### src/rtl/fetch_buffer_if.sv
// Fetch-stage bus bundle: PC register link, instruction-memory handshake,
// redirect input and the decode-side valid/ready queue head.
interface fetch_buffer_if #(
    parameter int AW = 32
);
    logic [AW-1:0] pc_i;
    logic          pc_adv_o;
    logic          imem_req_o;
    logic [AW-1:0] imem_addr_o;
    logic          imem_gnt_i;
    logic          imem_rvalid_i;
    logic [31:0]   imem_rdata_i;
    logic          flush_i;
    logic          id_valid_o;
    logic [31:0]   id_instr_o;
    logic [AW-1:0] id_pc_o;
    logic          id_ready_i;

    // Fetch stage side.
    modport master (
        input  pc_i, imem_gnt_i, imem_rvalid_i, imem_rdata_i, flush_i, id_ready_i,
        output pc_adv_o, imem_req_o, imem_addr_o, id_valid_o, id_instr_o, id_pc_o
    );

    // Environment side (PC register, instruction memory, decode).
    modport slave (
        output pc_i, imem_gnt_i, imem_rvalid_i, imem_rdata_i, flush_i, id_ready_i,
        input  pc_adv_o, imem_req_o, imem_addr_o, id_valid_o, id_instr_o, id_pc_o
    );
endinterface

### src/rtl/fetch_buffer.sv
// Instruction fetch buffer: issues pc_i to instruction memory, advances the PC
// register on each grant, queues returned instructions in order for decode and
// discards stale responses after a redirect.
module fetch_buffer #(
    parameter int DEPTH = 2,
    parameter int AW    = 32
) (
    input  logic          clk,
    input  logic          rst,
    fetch_buffer_if.master bus
);
    localparam int IW = $clog2(DEPTH);
    localparam int PW = IW + 1;
    localparam logic [PW-1:0] PTR_ONE = PW'(1);

    // alloc: next slot to grant, fill: next slot to receive data, rd: queue head.
    logic [PW-1:0] alloc_reg;
    logic [PW-1:0] fill_reg;
    logic [PW-1:0] rd_reg;
    // Responses still owed by memory that belong to a flushed path.
    logic [PW-1:0] discard_reg;
    // Keeps the request off for one cycle after reset while memory settles.
    logic          rst_hold_reg;

    logic [AW-1:0] slot_pc    [DEPTH];
    logic [31:0]   slot_instr [DEPTH];

    logic [PW-1:0] used;
    logic [PW-1:0] pending;
    logic [PW:0]   occupancy;
    logic          req;
    logic          grant;
    logic          pop;
    logic          rsp_drop;
    logic          rsp_live;

    assign used      = alloc_reg - rd_reg;
    assign pending   = alloc_reg - fill_reg;
    assign occupancy = {1'b0, used} + {1'b0, discard_reg};

    assign req   = !rst && !rst_hold_reg && !bus.flush_i && (occupancy < (PW+1)'(DEPTH));
    assign grant = req && bus.imem_gnt_i;

    // Stale responses are always older than live ones, so they are dropped first.
    assign rsp_drop = bus.imem_rvalid_i && (discard_reg != '0);
    assign rsp_live = bus.imem_rvalid_i && (discard_reg == '0) && (pending != '0);

    assign bus.imem_req_o  = req;
    assign bus.imem_addr_o = bus.pc_i;
    assign bus.pc_adv_o    = grant;

    assign bus.id_valid_o = (fill_reg != rd_reg);
    assign bus.id_pc_o    = slot_pc[rd_reg[IW-1:0]];
    assign bus.id_instr_o = slot_instr[rd_reg[IW-1:0]];

    // A redirect ignores the decode handshake in the same cycle.
    assign pop = bus.id_valid_o && bus.id_ready_i && !bus.flush_i;

    // Pointer and discard bookkeeping; a flush collapses the queue onto alloc.
    always_ff @(posedge clk) begin
        if (rst) begin
            alloc_reg    <= '0;
            fill_reg     <= '0;
            rd_reg       <= '0;
            discard_reg  <= '0;
            rst_hold_reg <= 1'b1;
        end else begin
            rst_hold_reg <= 1'b0;
            if (bus.flush_i) begin
                fill_reg    <= alloc_reg;
                rd_reg      <= alloc_reg;
                // Everything still owed becomes stale, minus a response arriving now.
                discard_reg <= discard_reg + pending - ((rsp_drop || rsp_live) ? PTR_ONE : '0);
            end else begin
                if (grant) begin
                    alloc_reg <= alloc_reg + PTR_ONE;
                end
                if (rsp_live) begin
                    fill_reg <= fill_reg + PTR_ONE;
                end
                if (rsp_drop) begin
                    discard_reg <= discard_reg - PTR_ONE;
                end
                if (pop) begin
                    rd_reg <= rd_reg + PTR_ONE;
                end
            end
        end
    end

    // Slot storage: PC captured at grant, instruction captured at response.
    always_ff @(posedge clk) begin
        if (grant) begin
            slot_pc[alloc_reg[IW-1:0]] <= bus.pc_i;
        end
        if (rsp_live && !bus.flush_i && !rst) begin
            slot_instr[fill_reg[IW-1:0]] <= bus.imem_rdata_i;
        end
    end

    // A response with nothing outstanding means the memory broke the protocol.
    assert property (@(posedge clk) disable iff (rst)
        !(bus.imem_rvalid_i && (discard_reg == '0) && (pending == '0)));

endmodule
### src/flat_wrapper.sv
// flat-port wrapper written by rule: the top's interface ports become plain ports
module fetch_buffer_flat 
#(
    parameter int DEPTH = 2,
    parameter int AW    = 32
)
  (clk, rst, bus_pc_i, bus_imem_gnt_i, bus_imem_rvalid_i, bus_imem_rdata_i, bus_flush_i, bus_id_ready_i, bus_pc_adv_o, bus_imem_req_o, bus_imem_addr_o, bus_id_valid_o, bus_id_instr_o, bus_id_pc_o);
  fetch_buffer_if #(.AW(AW)) bus_i ();
  input  logic clk;
  input  logic rst;
  input wire logic [$bits(bus_i.pc_i)-1:0] bus_pc_i;
  input wire logic [$bits(bus_i.imem_gnt_i)-1:0] bus_imem_gnt_i;
  input wire logic [$bits(bus_i.imem_rvalid_i)-1:0] bus_imem_rvalid_i;
  input wire logic [$bits(bus_i.imem_rdata_i)-1:0] bus_imem_rdata_i;
  input wire logic [$bits(bus_i.flush_i)-1:0] bus_flush_i;
  input wire logic [$bits(bus_i.id_ready_i)-1:0] bus_id_ready_i;
  output wire logic [$bits(bus_i.pc_adv_o)-1:0] bus_pc_adv_o;
  output wire logic [$bits(bus_i.imem_req_o)-1:0] bus_imem_req_o;
  output wire logic [$bits(bus_i.imem_addr_o)-1:0] bus_imem_addr_o;
  output wire logic [$bits(bus_i.id_valid_o)-1:0] bus_id_valid_o;
  output wire logic [$bits(bus_i.id_instr_o)-1:0] bus_id_instr_o;
  output wire logic [$bits(bus_i.id_pc_o)-1:0] bus_id_pc_o;
  assign bus_i.pc_i = bus_pc_i;
  assign bus_i.imem_gnt_i = bus_imem_gnt_i;
  assign bus_i.imem_rvalid_i = bus_imem_rvalid_i;
  assign bus_i.imem_rdata_i = bus_imem_rdata_i;
  assign bus_i.flush_i = bus_flush_i;
  assign bus_i.id_ready_i = bus_id_ready_i;
  assign bus_pc_adv_o = bus_i.pc_adv_o;
  assign bus_imem_req_o = bus_i.imem_req_o;
  assign bus_imem_addr_o = bus_i.imem_addr_o;
  assign bus_id_valid_o = bus_i.id_valid_o;
  assign bus_id_instr_o = bus_i.id_instr_o;
  assign bus_id_pc_o = bus_i.id_pc_o;
  fetch_buffer #(.DEPTH(DEPTH), .AW(AW)) u_core (.clk(clk), .rst(rst), .bus(bus_i));
endmodule
### config.mk
export PLATFORM = sky130hd
export DESIGN_NAME = fetch_buffer_flat
export DESIGN_NICKNAME = d
export VERILOG_FILES = /design/src/rtl/fetch_buffer_if.sv /design/src/rtl/fetch_buffer.sv /design/src/flat_wrapper.sv
export SDC_FILE = /design/constraint.sdc
export NUM_CORES = 1
export LEC_CHECK = 0
export CELL_PAD_IN_SITES_DETAIL_PLACEMENT = 1
export CELL_PAD_IN_SITES_GLOBAL_PLACEMENT = 1
export CORE_UTILIZATION = 38
export DETAILED_ROUTE_END_ITERATION = 10
export GPL_TIMING_DRIVEN = 0
export PLACE_DENSITY_LB_ADDON = 0.1
export SLEW_MARGIN = 20
export SYNTH_ARGS = -nofsm -noshare
export SYNTH_HDL_FRONTEND = slang
export SYNTH_SLANG_ARGS = --single-unit
### constraint.sdc
create_clock -name clk -period 6.7 [get_ports clk]
set_input_delay 1.34 -clock clk [delete_from_list [all_inputs] [get_ports clk]]
set_output_delay 1.34 -clock clk [all_outputs]
set_load 0.1 [all_outputs]
==> impl_results.md, run 1 <==
* Status: finished clean
* Clock transition at path regs at around 0.060 ns
* Worst R2R Path Depth at 11
* Kind of critical path: in2out
* Area growth syn-to-layout at 46.05%
* Total gr overflow at 0
* Fmax at ~190 MHz
* DRC Markers at 0
* Cts hold-fix bufs at 0
* Die Y at roughly 120 um
* Layout cells sized above 1 at roughly 28%
* Ant diodes at 0
* # IOs at roughly 170
* GPL Wtd Cong at 0.6830
* Vias/cell at 4.621
* Largest net degree at the start of global routing at 22
* Drt total wl at about 12,000 um
* DRT iter0 DRCs at approximately 160
* Critical path arrival at 3.86 ns
* Post-Syn Nets at 382
* Avg Cell Area, Syn at 18.07 um^2
* Clock root buffer: clkbuf_16
* Hold Path Stages at 2
* Drt pass-1 iters at 4
* Slew HR at around 31%
* Post-route clock period utilization at approximately 78%
* Fin cells at slightly below 700
* First-pass GRT wire length at approximately 18,000 um
* Worst hold path class: reg2reg
* Placed insts at between 600 and 700
* Synthesis Warnings at 0
* Worst-Skew Late Latency at 0.41 ns
* Slew @ Worst Pin at around 1.0 ns
* Post-synthesis cell type count at 33
* Slew Viols, Final at 0
* Yosys reg bits at approximately 140
* Final antenna-violating net count at 0
* FP Rows at 43
* Clk sinks at about 140
* Die width at 122.6 um
* Post-synthesis sequential area ratio at about 73%
* Max Cap Violations at 0
* RSZ-0062 raised after global routing: false
* Maximum fanout along the worst path at 10
* Initial core utilization at 39.37%
* Dpl ws at 1.497 ns
* Minimum clock period at slightly above 5 ns
* DR WL/cell at 17.23 um
* Vias post-DR at around 3,200
* Hold WS at roughly 0.57 ns
* Setup violators final at 0
* Post-layout net count at between 500 and 600
* GR peak layer: met2
* Grt met3 use at under 10%
* Hold Vio Cnt, Final at 0
* TritonCTS buffer count at 17
* CTS tree: yes
* Vias in the first global route at 3,450
* Post-CTS resize count at 0
* # H-tree levels at 4
* Initial antenna violation count at 0
* Port bufs at 167
* Worst setup margin at between 1.5 and 2 ns
* Req. time, crit path at ~5.4 ns
* Final HPWL DP at approximately 8600 um
* Die area at approximately 15,000 um^2
* Max rail drop VDD at between 0.1 and 0.15 mV
* Mapped Cells at just over 300
* Clock Skew at 0.009045 ns
* Post-CTS Setup Bufs at 0
* Critical Path Sink Type: output pin
* PwrDens at roughly 280 nW/um^2
* CTS max path bufs at 2
* Startpoint Class: input port
* Core area at 14,040 um^2
* Met1 usage at a little under a fifth
* Commonest non-fill, non-tap cell in the layout: clkdlybuf4s50_1
* GRT Overall Usage at between 15 and 20%
* Most frequent cells in the layout: clkdlybuf4s50_1 (167), edfxtp_1 (128), mux2_2 (64)
* Met2 Usage GRT at 29.85%
* Synthesized area at 5529 um^2
* Leakage at roughly 2.8 nW
[critical path, cell delays in order]
cell	delay (ns)
clkdlybuf4s50_1	0.42
buf_2	0.22
nor4b_4	0.28
nand3_1	0.32
inv_1	0.13
clkdlybuf4s50_1	1.14
[final timing paths]
check	slack (ns)	endpoint	from
min	0.57	u_core.alloc_reg[1]	u_core.alloc_reg[1]
max	1.50	bus_pc_adv_o	rst
max reg2reg	3.28	u_core.slot_instr[0][31]	u_core.alloc_reg[0]
min reg2reg	0.57	u_core.alloc_reg[1]	u_core.alloc_reg[1]
[cells by family after synthesis]
logic type	synth area share (%)
flops	73.14
mux	13.03
buf+inv	5.703
simple gates	2.421
compound gates	1.901
xor+xnor	2.308
fa+ha+maj	1.494
[layout make-up]
cell class | instances | area (um^2)
multi-input combinational | 119 | 1200
buffer | 42 | 289.0
inverter | 7 | 26.28
clock buffer | 21 | 440.4
fill | 1314 | 5967
sequential | 138 | 4044
tap | 180 | 225.2
clock inverter | 11 | 56.30
timing repair buffer | 178 | 1794
[routing by layer]
layer  part of all wire [%]  wire [um]  vias to the layer above
met2                     54       6504                       92
li1                       -          -                     1523
met1                     38       4613                     1588
met4                    1.5        180                        0
met3                    5.8        696                       13
met5                      0          0                        -
[Yosys cell counts]
library cell  number  area, um^2
a211oi_1           3       22.52
a211oi_2           1       12.51
a21boi_0           2       15.01
a21boi_1           1       7.510
a21o_1             1       7.510
a21oi_1            4       20.02
a21oi_2            1       8.760
a31oi_1            1       6.260
and2_1             1       6.260
buf_2              9       45.04
buf_4             32       240.2
clkbuf_1           1       3.750
dfxtp_1           10       200.2
edfxtp_1         128        3844
fa_1               1       20.02
ha_1               5       62.56
inv_1              7       26.28
mux2_2            64       720.7
nand2_1            3       11.26
nand2b_1           2       12.51
nand3_1            2       10.01
nand4b_1           1       8.760
nor2_1             6       22.52
nor2b_1            1       6.260
nor3_1             1       5.000
nor4_1             1       6.260
nor4b_2            1       15.01
nor4b_4            1       23.77
o21ai_0            1       5.000
or3_1              1       6.260
xnor2_1           10       87.58
xnor3_1            1       22.52
xor2_1             2       17.52
[report_power, final]
part	switching [mW]	leakage (nW)	internal (mW)	total [mW]
sequential	0.00747	1.24	0.962	0.969
combinational	0.362	1.36	0.167	0.529
clock	0.327	0.244	0.463	0.790
total	0.697	2.84	1.59	2.29
[metrics by stage]
stage                     setup TNS [ns]  util, %  cell area (um^2)  total power, mW
final                                  0    57.51              8075            2.289
after global routing                   0    57.51              8075            2.368
after CTS                              0    57.51              8075            2.320
after detailed placement               0    53.97              7579            1.519
after global placement            -33.74    52.88              7426            1.507
after floorplan                        0        -              5529            1.372
Note: power is estimated with default switching activity, not from simulation.
==> inputs of run 2 (changes only) <==
--- a/config.mk
+++ b/config.mk
@@ -7,7 +7,7 @@
 export LEC_CHECK = 0
 export CELL_PAD_IN_SITES_DETAIL_PLACEMENT = 1
 export CELL_PAD_IN_SITES_GLOBAL_PLACEMENT = 1
-export CORE_UTILIZATION = 38
+export CORE_UTILIZATION = 35
 export DETAILED_ROUTE_END_ITERATION = 10
 export GPL_TIMING_DRIVEN = 0
 export PLACE_DENSITY_LB_ADDON = 0.1
==> constraint.sdc (replaced) <==
create_clock -name clk -period 4.5 [get_ports clk]
set_input_delay 0.9 -clock clk [delete_from_list [all_inputs] [get_ports clk]]
set_output_delay 0.9 -clock clk [all_outputs]
set_load 0.1 [all_outputs]
==> run 2 against run 1 <==
  * Worst hold slack worse by 0.035 ns
  * Global-route usage is 1.6 points lower
  * Sequential power is 49% higher
  * Routed wire length is 2.2% lower
  * Core utilization is 4.0 points lower
  * First-iteration DRC count is 39% lower
  * Critical endpoint unchanged
  * Highest routed layer unchanged
==> impl_results.md, run 2 (synthesized netlist as in run 1, its figures left out) <==
* GRT Overall Usage at 15.31% (-1.6 points)
* Critical path's top delay family: buffers and inverters
* Leakage at 2.852 nW (+0.55%)
* Worst setup margin at 0.2683 ns (-1.236 ns)
* Post-route clock period utilization at 94.04%
* Critical path arrival at 3.33 ns (-0.53 ns)
* Clk sinks at 138 (unchanged)
* Largest net degree at the start of global routing at 24 (+9.1%)
* Utilization after layout at 53.46% (-4.0 points)
* Clock Skew at 0.006615 ns (-0.002430 ns)
* FP Rows at 45 (+4.7%)
* Die width at 127.7 um (+4.1%)
* Setup violators final at 0 (unchanged)
* Vias in the first global route at 3,420 (-0.87%)
* Worst hold path class: reg2reg
* Slew @ Worst Pin at 1.032 ns (-0.001817 ns)
* Max Cap Violations at 0 (unchanged)
* Dpl ws at 0.1612 ns (-1.336 ns)
* Die Y at 127.7 um (+4.1%)
* Req. time, crit path at 3.60 ns (-1.76 ns)
* Cell mode on critical path: inv_1
* Slowest CP cell: dlygate4sd2_1
* Layout cells sized above 1 at 29.10% (+0.61 points)
* Clock transition at path regs at 0.06 ns (about the same)
* Maximum fanout along the worst path at 7 (-3)
* Worst-Skew Late Latency at 0.42 ns (about the same)
* Fmax at between 200 and 250 MHz
* Final antenna-violating net count at 0 (unchanged)
* Worst R2R Path Depth at 8 (-3)
* R2r setup slk at 1.60 ns (-1.68 ns)
* First-pass GRT wire length at 18,200 um (-0.38%)
* Post-DP Area at 7607 um^2 (+0.38%)
* Die area at 16,300 um^2 (+8.4%)
* Worst Path Buf+Inv at 3 (-1)
* Final instance area at 8188 um^2 (+1.4%)
* Worst path cell trace: inv_1 -> ha_1 -> xor2_1 -> xnor2_1 -> fa_1 -> nand3_1 -> inv_1 -> dlygate4sd2_1
* Most frequent cells in the layout: clkdlybuf4s50_1 (166), edfxtp_1 (128), mux2_2 (64)
* # H-tree levels at 4 (unchanged)
* Final HPWL DP at 8370 um (-2.3%)
* Minimum clock period at approximately 4.2 ns
* Layout fillers at 1,482 (+13%)
* Fin cells at 723 (+3.9%)
* Hold Path Stages at 2 (unchanged)
* DRC Markers at 0 (unchanged)
* GPL Wtd Cong at 0.7134 (+4.5%)
* Startpoint Class: flop
* PwrDens at 439.6 nW/um^2 (+55%)
* Area growth syn-to-layout at 48.09%
* Max rail drop VDD at 0.2484 mV (+68%)
* Reg-to-reg endpoint: u_core.slot_pc[0][29]
* Commonest non-fill, non-tap cell in the layout: clkdlybuf4s50_1
* FF-to-FF Start: u_core.alloc_reg[0]
* Post-CTS Setup Bufs at 0 (unchanged)
* Max stage delay on crit path at 0.86 ns (-0.28 ns)
* Critical Path Sink Type: output pin
* Kind of critical path: reg2out
* Initial core utilization at 36.10% (-3.3 points)
* Hold Crit Endpoint: u_core.alloc_reg[1]
* Vias post-DR at 3,180 (-1.1%)
* Total gr overflow at 0 (unchanged)
* Pwr Total at 3.599 mW (+57%)
* Port bufs at 167 (unchanged)
* Hold_sp: u_core.alloc_reg[1]
* Vias/cell at 4.398 (-4.8%)
* Hold Vio Cnt, Final at 0 (unchanged)
* Status: finished clean
* DRT iter0 DRCs at 100 (-39%)
* TritonCTS buffer count at 17 (unchanged)
* Placed insts at 692 (+4.2%)
* CTS tree: yes
* Initial antenna violation count at 0 (unchanged)
* Ant diodes at 0 (unchanged)
* Slew HR at 31.00% (+0.12 points)
* Post-layout net count at 576 (-0.52%)
* Drt total wl at 11,730 um (-2.2%)
* DR WL/cell at 16.23 um (-5.8%)
* Slew Viols, Final at 0 (unchanged)
* CTS max path bufs at 2 (unchanged)
* Drt pass-1 iters at 4 (unchanged)
* Core area at 15,310 um^2 (+9.1%)
* # IOs at 169 (unchanged)
* Clock root buffer: clkbuf_16
* RSZ-0062 raised after global routing: false
## run 2: cell count changes in the layout (fill, tap and decap cells not counted)
cell	change
clkbuf_1	-4
buf_2	-3
nor4_4	+1
clkinvlp_4	+3
buf_6	+3
nor4_2	-1
buf_4	-3
buf_12	+2
bufinv_16	+3
clkinv_1	-2
dlygate4sd2_1	+1
buf_16	-2
clkdlybuf4s50_1	-1
clkinv_2	-1
## run 2: final cells by class
cell class / instances / area, um^2 / area share (%)
plain buffers: 42 / 289.0 / 3.530
clock buffers: 17 / 425.4 / 5.196
clock inverters: 14 / 156.4 / 1.910
inverters: 7 / 26.28 / 0.3209
multi-input cells: 119 / 1209 / 14.76
flip-flops and latches: 138 / 4044 / 49.39
well taps: 211 / 264.0 / 3.224
repair buffers: 175 / 1774 / 21.67
## run 2: per-stage QoR
step	setup TNS, ns	hold slack (ns)
floorplan	0	0.4963
global placement	-57.79	0.5359
detailed placement	0	0.5407
CTS	0	0.5494
global route	0	0.5707
finish	0	0.5374
## run 2: worst max-delay path by stage
stage	end	from	depth (start not counted)	slack [ns]
2_1_floorplan	u_core.slot_instr[1][0]	bus_imem_rvalid_i	3	1.07
3_3_place_gp	u_core.slot_instr[1][28]	bus_imem_rvalid_i	4	-0.66
3_5_place_dp	bus_pc_adv_o	rst	6	0.16
4_1_cts	bus_pc_adv_o	u_core.alloc_reg[0]	8	0.23
5_1_grt	bus_pc_adv_o	u_core.alloc_reg[0]	8	0.11
6_report	bus_pc_adv_o	u_core.alloc_reg[0]	8	0.27
## run 2: repair_timing
item,4_1_cts,5_1_grt
hold endpoints to repair,0,0
hold buffers,0,0
gates resized for setup,1,0
endpoints found under the setup margin,1,0
## run 2: power by group
part           leakage (nW)  total (mW)  switching, mW  internal [mW]
combinational          1.34       0.787          0.541          0.247
sequential             1.24        1.44         0.0104           1.43
clock                 0.275        1.37          0.511          0.859
total                  2.85        3.60           1.06           2.54
## run 2: per-layer routing
layer | GRT usage (%) | part of all wire, % | up-vias
met5 | 0 | 0 | -
met4 | 6.021 | 1.5 | 0
met3 | 6.093 | 6.5 | 15
met2 | 25.68 | 51 | 101
met1 | 17.57 | 41 | 1549
li1 | - | - | 1515
## run 2: worst reg2reg max path, stage by stage, from the launching register on
cell and delay [ns]:
dfxtp_1 0.33, inv_1 0.26, ha_1 0.23, xor2_1 0.18, xnor2_1 0.11, fa_1 0.54, nand3_1 0.29, nor2_4 0.42
buf_12 0.24
==> inputs of run 3 (changes only) <==
--- a/config.mk
+++ b/config.mk
@@ -7,7 +7,7 @@
 export LEC_CHECK = 0
 export CELL_PAD_IN_SITES_DETAIL_PLACEMENT = 1
 export CELL_PAD_IN_SITES_GLOBAL_PLACEMENT = 1
-export CORE_UTILIZATION = 35
+export CORE_UTILIZATION = 38
 export DETAILED_ROUTE_END_ITERATION = 10
 export GPL_TIMING_DRIVEN = 0
 export PLACE_DENSITY_LB_ADDON = 0.1
==> constraint.sdc (replaced) <==
create_clock -name clk -period 4.2 [get_ports clk]
set_input_delay 0.84 -clock clk [delete_from_list [all_inputs] [get_ports clk]]
set_output_delay 0.84 -clock clk [all_outputs]
set_load 0.1 [all_outputs]
==> run 3 against run 2 <==
  * Die area decreased by 7.8%
  * Sequential power increased by 8%
  * Via count increased by 1.8%
  * Highest routed layer unchanged
  * Global-route usage increased by 1.4 points
  * Clock skew increased by 0.0023 ns
  * Largest power group unchanged
  * Combinational power increased by 7.5%
  * Critical path type unchanged
  * First-iteration DRC count increased by 14%
  * Non-clock buffer count unchanged
==> impl_results.md, run 3 (synthesized netlist as in run 1, its figures left out) <==
* Post-CTS Setup Bufs at 0 (unchanged)
* GRT Overall Usage at 16.75% (+1.4 points)
* Cell mode on critical path: inv_1
* Minimum clock period at 3.782 ns
* Core area at 14,040 um^2 (-8.3%)
* Final antenna-violating net count at 0 (unchanged)
* FP Rows at 43 (-4.4%)
* Slew Viols, Final at 0 (unchanged)
* GPL Wtd Cong at 0.7241 (+1.5%)
* Initial antenna violation count at 0 (unchanged)
* DR WL/cell at 17.25 um (+6.3%)
* Fmax at roughly 260 MHz
* Hold Vio Cnt, Final at 0 (unchanged)
* Layout cells sized above 1 at 28.63% (-0.47 points)
* Slew HR at 31.97% (+0.97 points)
* Vias post-DR at 3,238 (+1.8%)
* Clock Skew at 0.008934 ns (+0.002319 ns)
* Total gr overflow at 0 (unchanged)
* Setup violators final at 0 (unchanged)
* Vias/cell at 4.693 (+6.7%)
* Drt total wl at 11,900 um (+1.4%)
* Post-route clock period utilization at 90.04%
* Max rail drop VDD at 0.2455 mV (-1.2%)
* RSZ-0062 raised after global routing: false
* Initial core utilization at 39.37% (+3.3 points)
* First-pass GRT wire length at 18,040 um (-0.84%)
* Dpl ws at -0.003765 ns (-0.1650 ns)
* Critical path arrival at 2.94 ns (-0.39 ns)
* Vias in the first global route at 3,439 (+0.56%)
* Maximum fanout along the worst path at 7 (unchanged)
* Slowest CP cell: fa_1
* # IOs at 169 (unchanged)
* Drt pass-1 iters at 4 (unchanged)
* Largest net degree at the start of global routing at 24 (unchanged)
* Die Y at 122.6 um (-4.0%)
* Pwr Total at 3.823 mW (+6.2%)
* # H-tree levels at 4 (unchanged)
* Clock transition at path regs at 0.06 ns (about the same)
* Post-CTS resize count at 1 (unchanged)
* Max Cap Violations at 0 (unchanged)
* Final HPWL DP at 8490 um (+1.4%)
* Port bufs at 167 (unchanged)
* Max stage delay on crit path at 0.55 ns (-0.31 ns)
* Startpoint Class: flop
* Layout fillers at 1,300 (-12%)
* Die width at 122.6 um (-4.0%)
* Most frequent cells in the layout: clkdlybuf4s50_1 (165), edfxtp_1 (128), mux2_2 (64)
* DRT iter0 DRCs at 114 (+14%)
* Commonest non-fill, non-tap cell in the layout: clkdlybuf4s50_1
* Worst-Skew Late Latency at 0.41 ns (about the same)
* Ant diodes at 0 (unchanged)
* Area growth syn-to-layout at 47.05%
* PwrDens at 470.2 nW/um^2 (+7.0%)
* Worst Path Buf+Inv at 3 (unchanged)
* Post-layout net count at 576 (unchanged)
* Status: finished clean
* Cts hold-fix bufs at 0 (unchanged)
* Critical path's top delay family: adder cells
* Leakage at 2.862 nW (+0.34%)
* Critical Path Sink Type: output pin
* Worst setup margin at 0.4183 ns (+0.1500 ns)
* Hold WS at 0.6222 ns (+0.08481 ns)
* Worst path cell trace: inv_1 -> ha_1 -> xor2_1 -> xnor2_1 -> fa_1 -> nand3_1 -> inv_1 -> clkbuf_2
* CTS max path bufs at 2 (unchanged)
* Req. time, crit path at 3.36 ns (-0.24 ns)
* CTS tree: yes
* Kind of critical path: reg2out
* Worst hold path class: reg2reg
* Clk sinks at 138 (unchanged)
* Clock root buffer: clkbuf_16
* TritonCTS buffer count at 17 (unchanged)
* Die area at 15,040 um^2 (-7.8%)
* DRC Markers at 0 (unchanged)
* Slew @ Worst Pin at 1.017 ns (-0.01447 ns)
-- run 3: layer usage --
layer  global-route usage [%]  vias up  part of all wire, %
met5                        0        -                    0
met4                    6.860        0                  1.2
met3                    6.273       10                  6.2
met2                    29.63       94                   54
met1                    17.87     1621                   38
li1                         -     1513                    -
-- run 3: worst paths after layout --
| kind | from | to | slack, ns | cells past startpoint |
|---|---|---|---|---|
| max | u_core.alloc_reg[0] | bus_pc_adv_o | 0.42 | 8 |
| min | u_core.alloc_reg[1] | u_core.alloc_reg[1] | 0.62 | 2 |
| max reg2reg | u_core.alloc_reg[0] | u_core.slot_pc[1][12] | 1.30 | 8 |
| min reg2reg | u_core.alloc_reg[1] | u_core.alloc_reg[1] | 0.62 | 2 |
-- run 3: metrics by stage --
step	TNS, ns	instance area (um^2)	cells	util, %
after floorplan	0	5535	306	-
after global placement	-80.97	7432	653	52.93
after detailed placement	-0.003765	7572	661	53.93
after CTS	0	8132	690	57.91
after global routing	0	8130	690	57.90
final	0	8130	690	57.90
-- run 3: where the power goes --
group          switching (mW)  internal [mW]
clock                   0.520          0.911
sequential             0.0114           1.53
combinational           0.580          0.265
total                    1.11           2.71
-- run 3: cell type report --
class                      count  area [um^2]  share of cell area [%]
timing repair buffer         175         1777                   21.85
sequential                   138         4044                   49.74
buffer                        42        289.0                   3.555
inverter                       7        26.28                  0.3232
tap                          180        225.2                   2.770
clock inverter                11        131.4                   1.616
multi-input combinational    119         1209                   14.87
clock buffer                  18        429.2                   5.279
-- run 3: tightest hold or removal path, cell delays in order, from the launching register on --
cell and delay (ns):
dfxtp_1 0.37, o21ai_0 0.13, a21oi_1 0.07
